`src/rtl/store_trace_if.sv`:
```
// Store-snoop, pop and status bundle for store_trace_buffer.
// rd_time exists only when STORE_TRACE_TIMESTAMP_EN is defined.
interface store_trace_if #(
  parameter int ADDR_W = 32,
  parameter int DATA_W = 32,
  parameter int CNT_W  = 5
);
  logic              st_valid;
  logic [ADDR_W-1:0] st_addr;
  logic [DATA_W-1:0] st_data;
  logic [1:0]        st_size;
  logic              rd_en;
  logic              rd_valid;
  logic [ADDR_W-1:0] rd_addr;
  logic [DATA_W-1:0] rd_data;
  logic [3:0]        rd_strb;
  logic [CNT_W-1:0]  count;
  logic              empty;
  logic              full;
  logic              overflow;
  logic              misalign;
  logic [15:0]       drop_cnt;
`ifdef STORE_TRACE_TIMESTAMP_EN
  logic [31:0]       rd_time;
`endif

  modport master (
    output st_valid, st_addr, st_data, st_size, rd_en,
    input  rd_valid, rd_addr, rd_data, rd_strb, count, empty, full,
           overflow, misalign, drop_cnt
`ifdef STORE_TRACE_TIMESTAMP_EN
    , input rd_time
`endif
  );

  modport slave (
    input  st_valid, st_addr, st_data, st_size, rd_en,
    output rd_valid, rd_addr, rd_data, rd_strb, count, empty, full,
           overflow, misalign, drop_cnt
`ifdef STORE_TRACE_TIMESTAMP_EN
    , output rd_time
`endif
  );
endinterface

```
`src/rtl/store_trace_buffer.sv`:
```
// Circular recorder of lane-decoded core stores, drained through a registered pop port.
// Optional STORE_TRACE_TIMESTAMP_EN adds a per-entry 32-bit cycle stamp on rd_time.
module store_trace_buffer #(
  parameter int ADDR_W    = 32,
  parameter int DATA_W    = 32,
  parameter int DEPTH     = 16,
  parameter int WRAP_MODE = 1
) (
  input  logic clk,
  input  logic reset,
  input  logic clear,
  store_trace_if.slave bus
);
  localparam int PW = $clog2(DEPTH);
  localparam int CW = PW + 1;
  localparam bit WRAP = (WRAP_MODE != 0);

  logic [ADDR_W-1:0] mem_addr [DEPTH];
  logic [DATA_W-1:0] mem_data [DEPTH];
  logic [3:0]        mem_strb [DEPTH];

  logic [PW-1:0] wr_ptr, rd_ptr;
  logic [CW-1:0] count_q;
  logic          overflow_q, misalign_q, rd_valid_q;
  logic [15:0]   drop_q;
  logic [ADDR_W-1:0] rd_addr_q;
  logic [DATA_W-1:0] rd_data_q;
  logic [3:0]        rd_strb_q;

  logic [1:0]        ofs;
  logic              lane_ok;
  logic [3:0]        lane_strb;
  logic [DATA_W-1:0] lane_data;
  logic full_w, empty_w, good, bad, pop_ok, write_en, overwrite, lost, grow, drop_ev;

  assign ofs = bus.st_addr[1:0];

  always_comb begin
    lane_ok   = 1'b0;
    lane_strb = 4'b0000;
    lane_data = '0;
    case (bus.st_size)
      2'b00: begin
        lane_ok   = 1'b1;
        lane_strb = 4'b0001 << ofs;
        lane_data = {{(DATA_W-8){1'b0}}, bus.st_data[7:0]} << {ofs, 3'b000};
      end
      2'b01: begin
        lane_ok   = ~ofs[0];
        lane_strb = 4'b0011 << ofs;
        lane_data = {{(DATA_W-16){1'b0}}, bus.st_data[15:0]} << {ofs, 3'b000};
      end
      2'b10: begin
        lane_ok   = (ofs == 2'b00);
        lane_strb = 4'b1111;
        lane_data = bus.st_data;
      end
      default: lane_ok = 1'b0;
    endcase
  end

  // A pop on a full wrap-mode buffer frees the slot the push lands in, so no overwrite.
  assign full_w    = (count_q == CW'(DEPTH));
  assign empty_w   = (count_q == '0);
  assign good      = bus.st_valid & lane_ok;
  assign bad       = bus.st_valid & ~lane_ok;
  assign pop_ok    = bus.rd_en & ~empty_w;
  assign write_en  = good & (~full_w | WRAP);
  assign overwrite = good & full_w & WRAP & ~pop_ok;
  assign lost      = good & full_w & ~WRAP;
  assign grow      = write_en & (~full_w | pop_ok);
  assign drop_ev   = bad | overwrite | lost;

  always_ff @(posedge clk) begin
    if (write_en && !reset && !clear) begin
      mem_addr[wr_ptr] <= bus.st_addr;
      mem_data[wr_ptr] <= lane_data;
      mem_strb[wr_ptr] <= lane_strb;
    end
  end

  always_ff @(posedge clk) begin
    if (reset || clear) begin
      wr_ptr     <= '0;
      rd_ptr     <= '0;
      count_q    <= '0;
      overflow_q <= 1'b0;
      misalign_q <= 1'b0;
      drop_q     <= '0;
      rd_valid_q <= 1'b0;
      rd_addr_q  <= '0;
      rd_data_q  <= '0;
      rd_strb_q  <= '0;
    end else begin
      if (write_en)           wr_ptr <= wr_ptr + 1'b1;
      if (pop_ok | overwrite) rd_ptr <= rd_ptr + 1'b1;
      case ({grow, pop_ok})
        2'b10:   count_q <= count_q + 1'b1;
        2'b01:   count_q <= count_q - 1'b1;
        default: count_q <= count_q;
      endcase
      if (overwrite | lost) overflow_q <= 1'b1;
      if (bad)              misalign_q <= 1'b1;
      if (drop_ev && drop_q != 16'hFFFF) drop_q <= drop_q + 1'b1;
      rd_valid_q <= pop_ok;
      if (pop_ok) begin
        rd_addr_q <= mem_addr[rd_ptr];
        rd_data_q <= mem_data[rd_ptr];
        rd_strb_q <= mem_strb[rd_ptr];
      end
    end
  end

`ifdef STORE_TRACE_TIMESTAMP_EN
  logic [31:0] ts_q;
  logic [31:0] mem_time [DEPTH];
  logic [31:0] rd_time_q;

  always_ff @(posedge clk) begin
    if (write_en && !reset && !clear) mem_time[wr_ptr] <= ts_q;
  end

  always_ff @(posedge clk) begin
    if (reset || clear) begin
      ts_q      <= '0;
      rd_time_q <= '0;
    end else begin
      ts_q <= ts_q + 1'b1;
      if (pop_ok) rd_time_q <= mem_time[rd_ptr];
    end
  end

  assign bus.rd_time = rd_time_q;
`endif

  assign bus.rd_valid = rd_valid_q;
  assign bus.rd_addr  = rd_addr_q;
  assign bus.rd_data  = rd_data_q;
  assign bus.rd_strb  = rd_strb_q;
  assign bus.count    = count_q;
  assign bus.empty    = empty_w;
  assign bus.full     = full_w;
  assign bus.overflow = overflow_q;
  assign bus.misalign = misalign_q;
  assign bus.drop_cnt = drop_q;
endmodule
```
`src/flat_wrapper.sv`:
```
// flat-port wrapper written by rule: the top's interface ports become plain ports
module store_trace_buffer_flat 
#(
  parameter int ADDR_W    = 32,
  parameter int DATA_W    = 32,
  parameter int DEPTH     = 16,
  parameter int WRAP_MODE = 1
)
  (clk, reset, clear, bus_st_valid, bus_st_addr, bus_st_data, bus_st_size, bus_rd_en, bus_rd_valid, bus_rd_addr, bus_rd_data, bus_rd_strb, bus_count, bus_empty, bus_full, bus_overflow, bus_misalign, bus_drop_cnt);
  store_trace_if #(.ADDR_W(ADDR_W), .DATA_W(DATA_W)) bus_i ();
  input  logic clk;
  input  logic reset;
  input  logic clear;
  input wire logic [$bits(bus_i.st_valid)-1:0] bus_st_valid;
  input wire logic [$bits(bus_i.st_addr)-1:0] bus_st_addr;
  input wire logic [$bits(bus_i.st_data)-1:0] bus_st_data;
  input wire logic [$bits(bus_i.st_size)-1:0] bus_st_size;
  input wire logic [$bits(bus_i.rd_en)-1:0] bus_rd_en;
  output wire logic [$bits(bus_i.rd_valid)-1:0] bus_rd_valid;
  output wire logic [$bits(bus_i.rd_addr)-1:0] bus_rd_addr;
  output wire logic [$bits(bus_i.rd_data)-1:0] bus_rd_data;
  output wire logic [$bits(bus_i.rd_strb)-1:0] bus_rd_strb;
  output wire logic [$bits(bus_i.count)-1:0] bus_count;
  output wire logic [$bits(bus_i.empty)-1:0] bus_empty;
  output wire logic [$bits(bus_i.full)-1:0] bus_full;
  output wire logic [$bits(bus_i.overflow)-1:0] bus_overflow;
  output wire logic [$bits(bus_i.misalign)-1:0] bus_misalign;
  output wire logic [$bits(bus_i.drop_cnt)-1:0] bus_drop_cnt;
  assign bus_i.st_valid = bus_st_valid;
  assign bus_i.st_addr = bus_st_addr;
  assign bus_i.st_data = bus_st_data;
  assign bus_i.st_size = bus_st_size;
  assign bus_i.rd_en = bus_rd_en;
  assign bus_rd_valid = bus_i.rd_valid;
  assign bus_rd_addr = bus_i.rd_addr;
  assign bus_rd_data = bus_i.rd_data;
  assign bus_rd_strb = bus_i.rd_strb;
  assign bus_count = bus_i.count;
  assign bus_empty = bus_i.empty;
  assign bus_full = bus_i.full;
  assign bus_overflow = bus_i.overflow;
  assign bus_misalign = bus_i.misalign;
  assign bus_drop_cnt = bus_i.drop_cnt;
  store_trace_buffer #(.ADDR_W(ADDR_W), .DATA_W(DATA_W), .DEPTH(DEPTH), .WRAP_MODE(WRAP_MODE)) u_core (.clk(clk), .reset(reset), .clear(clear), .bus(bus_i));
endmodule
```
`config.mk`:
```
export PLATFORM = sky130hd
export DESIGN_NAME = store_trace_buffer_flat
export DESIGN_NICKNAME = d
export VERILOG_FILES = /design/src/rtl/store_trace_if.sv /design/src/rtl/store_trace_buffer.sv /design/src/flat_wrapper.sv
export SDC_FILE = /design/constraint.sdc
export NUM_CORES = 1
export LEC_CHECK = 0
export ABC_AREA = 0
export BUFFER_PORTS_ARGS = -buffer_cell sky130_fd_sc_hd__buf_2
export CAP_MARGIN = 20
export CORE_MARGIN = 2
export CORE_UTILIZATION = 50
export CTS_BUF_LIST = sky130_fd_sc_hd__clkbuf_4
export DETAILED_ROUTE_END_ITERATION = 8
export PLACE_DENSITY = 0.72
export SKIP_CTS_REPAIR_TIMING = 1
export SYNTH_ARGS = -nofsm -noshare
export SYNTH_HDL_FRONTEND = slang
export SYNTH_SLANG_ARGS = --single-unit
```
`constraint.sdc`:
```
create_clock -name clk -period 7.47 [get_ports clk]
set_clock_uncertainty 0.15 [all_clocks]
set_input_delay 1.494 -clock clk [delete_from_list [all_inputs] [get_ports clk]]
set_output_delay 1.494 -clock clk [all_outputs]
set_load 0.05 [all_outputs]
```
==> results of run 1 <==
## cells in the final DEF (no fill, tap or decap), types with 3 or more instances in the layout
cell type and n:
clkinv_1 68, nor2b_1 145, nor2_1 34, nor3_2 3, buf_4 57, nand2_1 107, o21ai_0 70, clkinv_2 8
clkbuf_4 445, a211oi_1 134, or4_1 5, xor2_1 10, o31ai_1 5, nand3_1 16, o21ai_1 27, bufinv_16 5
a31oi_1 3, a22oi_1 145, nor4_1 4, edfxtp_1 1088, buf_2 166, nor3b_1 9, inv_1 12, o211ai_1 4
xnor2_1 6, mux2_2 3, diode_2 9, mux2i_1 412, inv_2 6, nand2b_1 4, and2_4 16, dfxtp_1 98
ha_1 9, nand4_1 81, a21oi_1 151
## routing by layer
metal / track usage [%] / vias to the layer above
met5: 0 / -
met3: 4.149 / 205
li1: - / 11980
met2: 36.81 / 1108
met4: 9.701 / 0
met1: 28.65 / 13140
## per-stage QoR
| step | instance area [um2] | hold slack, ps | utilization [%] | power [W] | setup WS, ps |
|---|---|---|---|---|---|
| 2_1_floorplan | 45830 | 331.7 | - | 0.007583 | 2577 |
| 3_3_place_gp | 47970 | 280.9 | 52.57 | 0.007724 | 2214 |
| 3_5_place_dp | 48000 | 288.0 | 52.61 | 0.007742 | 2045 |
| 4_1_cts | 51830 | 297.0 | 56.80 | 0.01312 | 2893 |
| 5_1_grt | 51870 | 320.3 | 56.85 | 0.01350 | 2810 |
| 6_report | 51880 | 291.5 | 56.85 | 0.01301 | 2976 |
## logic make-up after synthesis
family	after synthesis
multiplexers	416
AND/OR/NAND/NOR	446
adder cells (fa/ha/maj)	10
AO/OA/AOI/OAI	547
buffers and inverters	184
flip-flops	1188
XOR/XNOR	16
## where the power goes
part	switching, W	internal, W	leakage (nW)
clock network	0.00250	0.00291	2.28
logic	0.000240	0.0000760	3.66
registers	0.0000102	0.00727	10.7
total	0.00275	0.0103	16.6
## sequential cells by signal (all words and copies together) (netlist names)
name,cells
u_core.mem_strb,64
u_core.bus.rd_strb,4
u_core.bus.rd_addr,32
u_core.wr_ptr,4
u_core.rd_ptr,4
u_core.bus.overflow,1
u_core.bus.drop_cnt,16
u_core.bus.rd_data,32
u_core.mem_addr,512
u_core.bus.misalign,1
u_core.bus.rd_valid,1
u_core.bus.count,5
u_core.mem_data,512
## worst paths after layout
check	depth (start not counted)	to	from	slack, ps
max reg2reg	6	u_core.bus.rd_addr[28]$_SDFFE_PP0P_	u_core.rd_ptr[1]$_SDFFE_PP0P_	3860
max	4	bus_empty	u_core.bus.count[1]$_SDFFE_PP0P_	2980
min reg2reg	2	u_core.bus.rd_data[3]$_SDFFE_PP0P_	u_core.bus.rd_data[3]$_SDFFE_PP0P_	290
min	2	u_core.bus.rd_data[3]$_SDFFE_PP0P_	u_core.bus.rd_data[3]$_SDFFE_PP0P_	290
## worst reg2reg max path, stage by stage (launching register included)
cell and delay, ps:
dfxtp_4 910, buf_4 630, buf_4 890, mux2i_1 290, a22oi_1 230, nand4_1 190
o21ai_0 190
## layout make-up
| type | count | area [um2] |
|---|---|---|
| Sequential cell | 1188 | 34680 |
| Tap cell | 1186 | 1484 |
| Inverter | 13 | 48.80 |
| Multi-Input combinational cell | 1435 | 10510 |
| Clock inverter | 88 | 480.5 |
| Clock buffer | 445 | 3341 |
| Fill cell | 6901 | 39370 |
| Timing Repair Buffer | 227 | 1315 |
| Antenna cell | 9 | 22.52 |
==> impl_metrics.json, run 1 <==
{
  "worst-slew-pin-transition_ps": 1177,
  "period_minus_slack_ps": 4494,
  "ir_drop_mv": 0.1944,
  "p_per_area_mw_per_mm2": 250.8,
  "die_w_um": 306.8,
  "slew_violations": 0,
  "yosysUniqueCellTypes": 48,
  "dp_hpwl_um": 56090,
  "setup_viol": 0,
  "syn_inst": 2807,
  "cp_top_family": "simple AND/OR/NAND/NOR gates",
  "synth_top_family_by_area": "multiplexers",
  "clk_pin_slew_worst_paths_ps": 60,
  "syn_area_per_cell_um2": 16.33,
  "finalNonFillerCells": 4591,
  "row_count": 111,
  "met2_length_um": 52160,
  "synth_xor_area_share_pct": 0.3058,
  "routedWlPerCell_um": 22.83,
  "cts_tree": "done",
  "path_buf_inv": 2,
  "viasPerCell": 5.756,
  "slowest_stage": "nor4_4",
  "rsz0062_at_grt": "false",
  "synthTopCellsByArea": "edfxtp_1, mux2i_1, dfxtp_1, a22oi_1, a211oi_1",
  "cts-buffers-inserted": 309,
  "synth_nets": 2888,
  "slowest_delay_ps": 560,
  "cp_cell_sequence": "nor4_4 -> nand2b_1 -> inv_1 -> buf_2",
  "grtUsageTotal_pct": 22.17,
  "grt_pass1_wl_um": 156900,
  "grt-ovfl-total": 0,
  "critical_path_required_ps": 5830,
  "wl_met3_um": 7207,
  "dr_total_vias": 26430,
  "yosysTopAreaCellShare_pct": 71.28,
  "synth_edf_count": 1088,
  "synth_most_common_cell": "edfxtp_1",
  "first_global_vias": 26990,
  "synth_common_cells": "edfxtp_1, mux2i_1, a21oi_1",
  "yosysTopAreaCell": "edfxtp_1",
  "status": "finished, final reports clean",
  "antenna_found_initial": 4,
  "worstSkewPairLatency_ps": 1150,
  "synth-simple-area-share_pct": 5.367,
  "io_buffers": 164,
  "clockBufferDepth": 4,
  "nets": 3255,
  "synth_top_flop_cell": "edfxtp_1",
  "drt-total-wl_um": 104800,
  "grt_start_max_net_pins": 174,
  "p_leak_nw": 16.61,
  "max_freq_ghz": 0.2225,
  "cts.htree.levels": 5,
  "max_slew_margin_pct": 21.55,
  "drt_iter0_drc": 2445,
  "boundaryPins": 165,
  "worstSetupEndpointType": "output port",
  "numClockSinks": 1188,
  "synthAdderAreaFrac_pct": 0.2894,
  "worstPathArrival_ps": 2850,
  "cp-start-kind": "register",
  "die-area_mm2": 0.09410,
  "async_flop_share_pct": 0,
  "synthMuxAreaShare_pct": 9.096,
  "highest_layer": "met4",
  "fp.dieH_um": 306.8,
  "dpl.cell_count": 4046,
  "clock-root-buffer": "clkbuf_4",
  "ys_seq_area_share_pct": 75.65,
  "drtPass1Iterations": 5,
  "gp_congestion": 0.8374,
  "core_area_mm2": 0.09125,
  "crit_type": "register to output port",
  "tns_ps": 0,
  "ys_ff_latch": 1188,
  "crit_fanout": 7,
  "drt-met1-wl_um": 42510,
  "synth_warnings": 0,
  "area_growth_pct": 13.19,
  "fin_crit_sh_pct": 60.16,
  "start_util_pct": 50.23,
  "syn-cell-area_mm2": 0.04583,
  "synth_compound_gate_area_share_pct": 7.641,
  "drive_gt1_share_pct": 21.50,
  "max-cap-violations": 0,
  "hold_viol_final": 0,
  "hp-class": "register to register",
  "drcViolationCount": 0,
  "postRouteAntennaNets": 0
}
No activity file was read; power rests on OpenSTA's default activity.
==> inputs of run 2 (changes only) <==
==> constraint.sdc (replaced) <==
create_clock -name clk -period 4.7 [get_ports clk]
set_clock_uncertainty 0.15 [all_clocks]
set_input_delay 0.94 -clock clk [delete_from_list [all_inputs] [get_ports clk]]
set_output_delay 0.94 -clock clk [all_outputs]
set_load 0.05 [all_outputs]
==> run 2 against run 1 <==
Non-clock buffer count up 43. Flip-flop and latch count unchanged. Power grew 58%. Global-route usage rose by 0.31 points. Combinational power grew 66%. First-iteration DRC count increased by 2.3%. Wire length grew 1.6%. Setup slack worse by 2200 ps. Sequential share of layout area is 0.87 points lower. Critical endpoint unchanged. Largest cell class unchanged. Highest routed layer unchanged.
==> impl_metrics.json, run 2 (same netlist as run 1, synthesis figures left out) <==
{
  "nets": 3295,
  "power_w": 0.02050,
  "clockBufferDepth": 4,
  "max_slew_margin_pct": 22.79,
  "worst-slew-pin-transition_ps": 1158,
  "fin_ws_ps": 731.9,
  "hp-class": "primary input to register",
  "worstSkewPairLatency_ps": 1150,
  "rsz0062_at_grt": "false",
  "grt_start_max_net_pins": 153,
  "ir_drop_mv": 0.2385,
  "boundaryPins": 165,
  "p_leak_nw": 16.87,
  "hold_viol_final": 0,
  "grt-ovfl-total": 0,
  "setup_viol": 0,
  "cts-buffers-inserted": 306,
  "crit_fanout": 7,
  "die_w_um": 306.8,
  "period_minus_slack_ps": 3968,
  "cts.htree.levels": 5,
  "die-area_mm2": 0.09410,
  "grt_pass1_wl_um": 158900,
  "routedWlPerCell_um": 23.09,
  "drcViolationCount": 0,
  "place_ws_ps": 669.3,
  "dp_hpwl_um": 59410,
  "antenna_found_initial": 3,
  "endpoint": "bus_empty",
  "largestRegisters": "u_core.mem_addr x512, u_core.mem_data x512, u_core.mem_strb x64",
  "r2r-end": "u_core.bus.rd_addr[1]$_SDFFE_PP0P_",
  "layout_commonest_cell": "edfxtp_1",
  "row_count": 111,
  "max-cap-violations": 0,
  "tns_ps": 0,
  "worstSetupEndpointType": "output port",
  "core_area_mm2": 0.09125,
  "drtPass1Iterations": 7,
  "drt_iter0_drc": 2501,
  "grtUsageTotal_pct": 22.49,
  "first_global_vias": 26960,
  "numClockSinks": 1188,
  "dr_total_vias": 26420,
  "fin_crit_sh_pct": 84.43,
  "r2r_slack_ps": 1660,
  "cp-start-kind": "register",
  "worstHoldPathCells": 4,
  "final_cell_mix": "edfxtp_1, clkbuf_4, mux2i_1",
  "drt-total-wl_um": 106500,
  "area_growth_pct": 14.68,
  "crit_type": "register to output port",
  "viasPerCell": 5.729,
  "r2r_start": "u_core.rd_ptr[1]$_SDFFE_PP0P_",
  "critical_path_required_ps": 3610,
  "gp_congestion": 0.8697,
  "clock-root-buffer": "clkbuf_4",
  "postRouteAntennaNets": 0,
  "max_freq_ghz": 0.2520,
  "slew_violations": 0,
  "start_util_pct": 50.23,
  "status": "finished, final reports clean",
  "drive_gt1_share_pct": 22.17,
  "reg2reg_depth": 5,
  "worstPathArrival_ps": 2880,
  "io_buffers": 164,
  "p_per_area_mw_per_mm2": 389.9,
  "cts_tree": "done",
  "cp-startpoint": "u_core.bus.count[1]$_SDFFE_PP0P_",
  "clk_pin_slew_worst_paths_ps": 60,
  "fp.dieH_um": 306.8
}
## run 2: cell types whose count changed in the layout (fill, tap and decap cells not counted), moves of 4 or more
cell,delta
buf_12,+35
clkinv_1,-22
dlygate4sd3_1,+21
clkbuf_4,+11
buf_4,-9
diode_2,-7
bufinv_16,-4
## run 2: worst max-delay path: stages, from the launching register on
cell and delay (ps):
dfxtp_1 400, nor4_4 580, nand2b_1 300, inv_1 200, buf_2 290
## run 2: power breakdown
part	leakage [nW]	internal, W	switching [W]	total (W)
logic	3.96	0.000137	0.000388	0.000526
registers	10.7	0.0116	0.0000166	0.0116
clock network	2.24	0.00447	0.00392	0.00839
## run 2: worst min-delay path by stage
stage	startpoint	endpoint	slack, ps
after global routing	bus_st_addr[13]	u_core.mem_addr[11][13]$_DFFE_PP_	5
after CTS	bus_st_addr[5]	u_core.mem_addr[3][5]$_DFFE_PP_	-100
after detailed placement	u_core.bus.rd_data[4]$_SDFFE_PP0P_	u_core.bus.rd_data[4]$_SDFFE_PP0P_	290
final	clear	u_core.bus.drop_cnt[8]$_SDFFE_PP0P_	20
after global placement	u_core.bus.rd_data[3]$_SDFFE_PP0P_	u_core.bus.rd_data[3]$_SDFFE_PP0P_	280
after floorplan	u_core.wr_ptr[1]$_SDFFE_PP0P_	u_core.wr_ptr[1]$_SDFFE_PP0P_	330
## run 2: layout make-up
type                    instances  area, um2
clock inverters                62      275.3
clock buffers                 456       3423
well taps                    1186       1484
diodes                          2      5.005
inverters                      13      48.80
repair buffers                270       2140
multi-input cells            1435      10510
flip-flops and latches       1188      34680
fillers                      6911      38680
## run 2: layer usage
metal	vias up	GRT usage, %	share of wire, %
met3	184	4.921	6.8
met1	13150	28.64	41
met4	0	8.242	2.3
met2	1048	37.98	50
met5	-	0	0
li1	12040	-	-
## run 2: per-stage QoR
step	area, um2	util [%]	instances	hold WS (ps)
after floorplan	45830	-	2807	331.7
after global placement	48600	53.26	4067	283.2
after detailed placement	48600	53.26	4067	288.5
after CTS	52300	57.31	4585	-101.5
after global routing	52560	57.60	4612	5.147
final	52560	57.60	4612	21.19
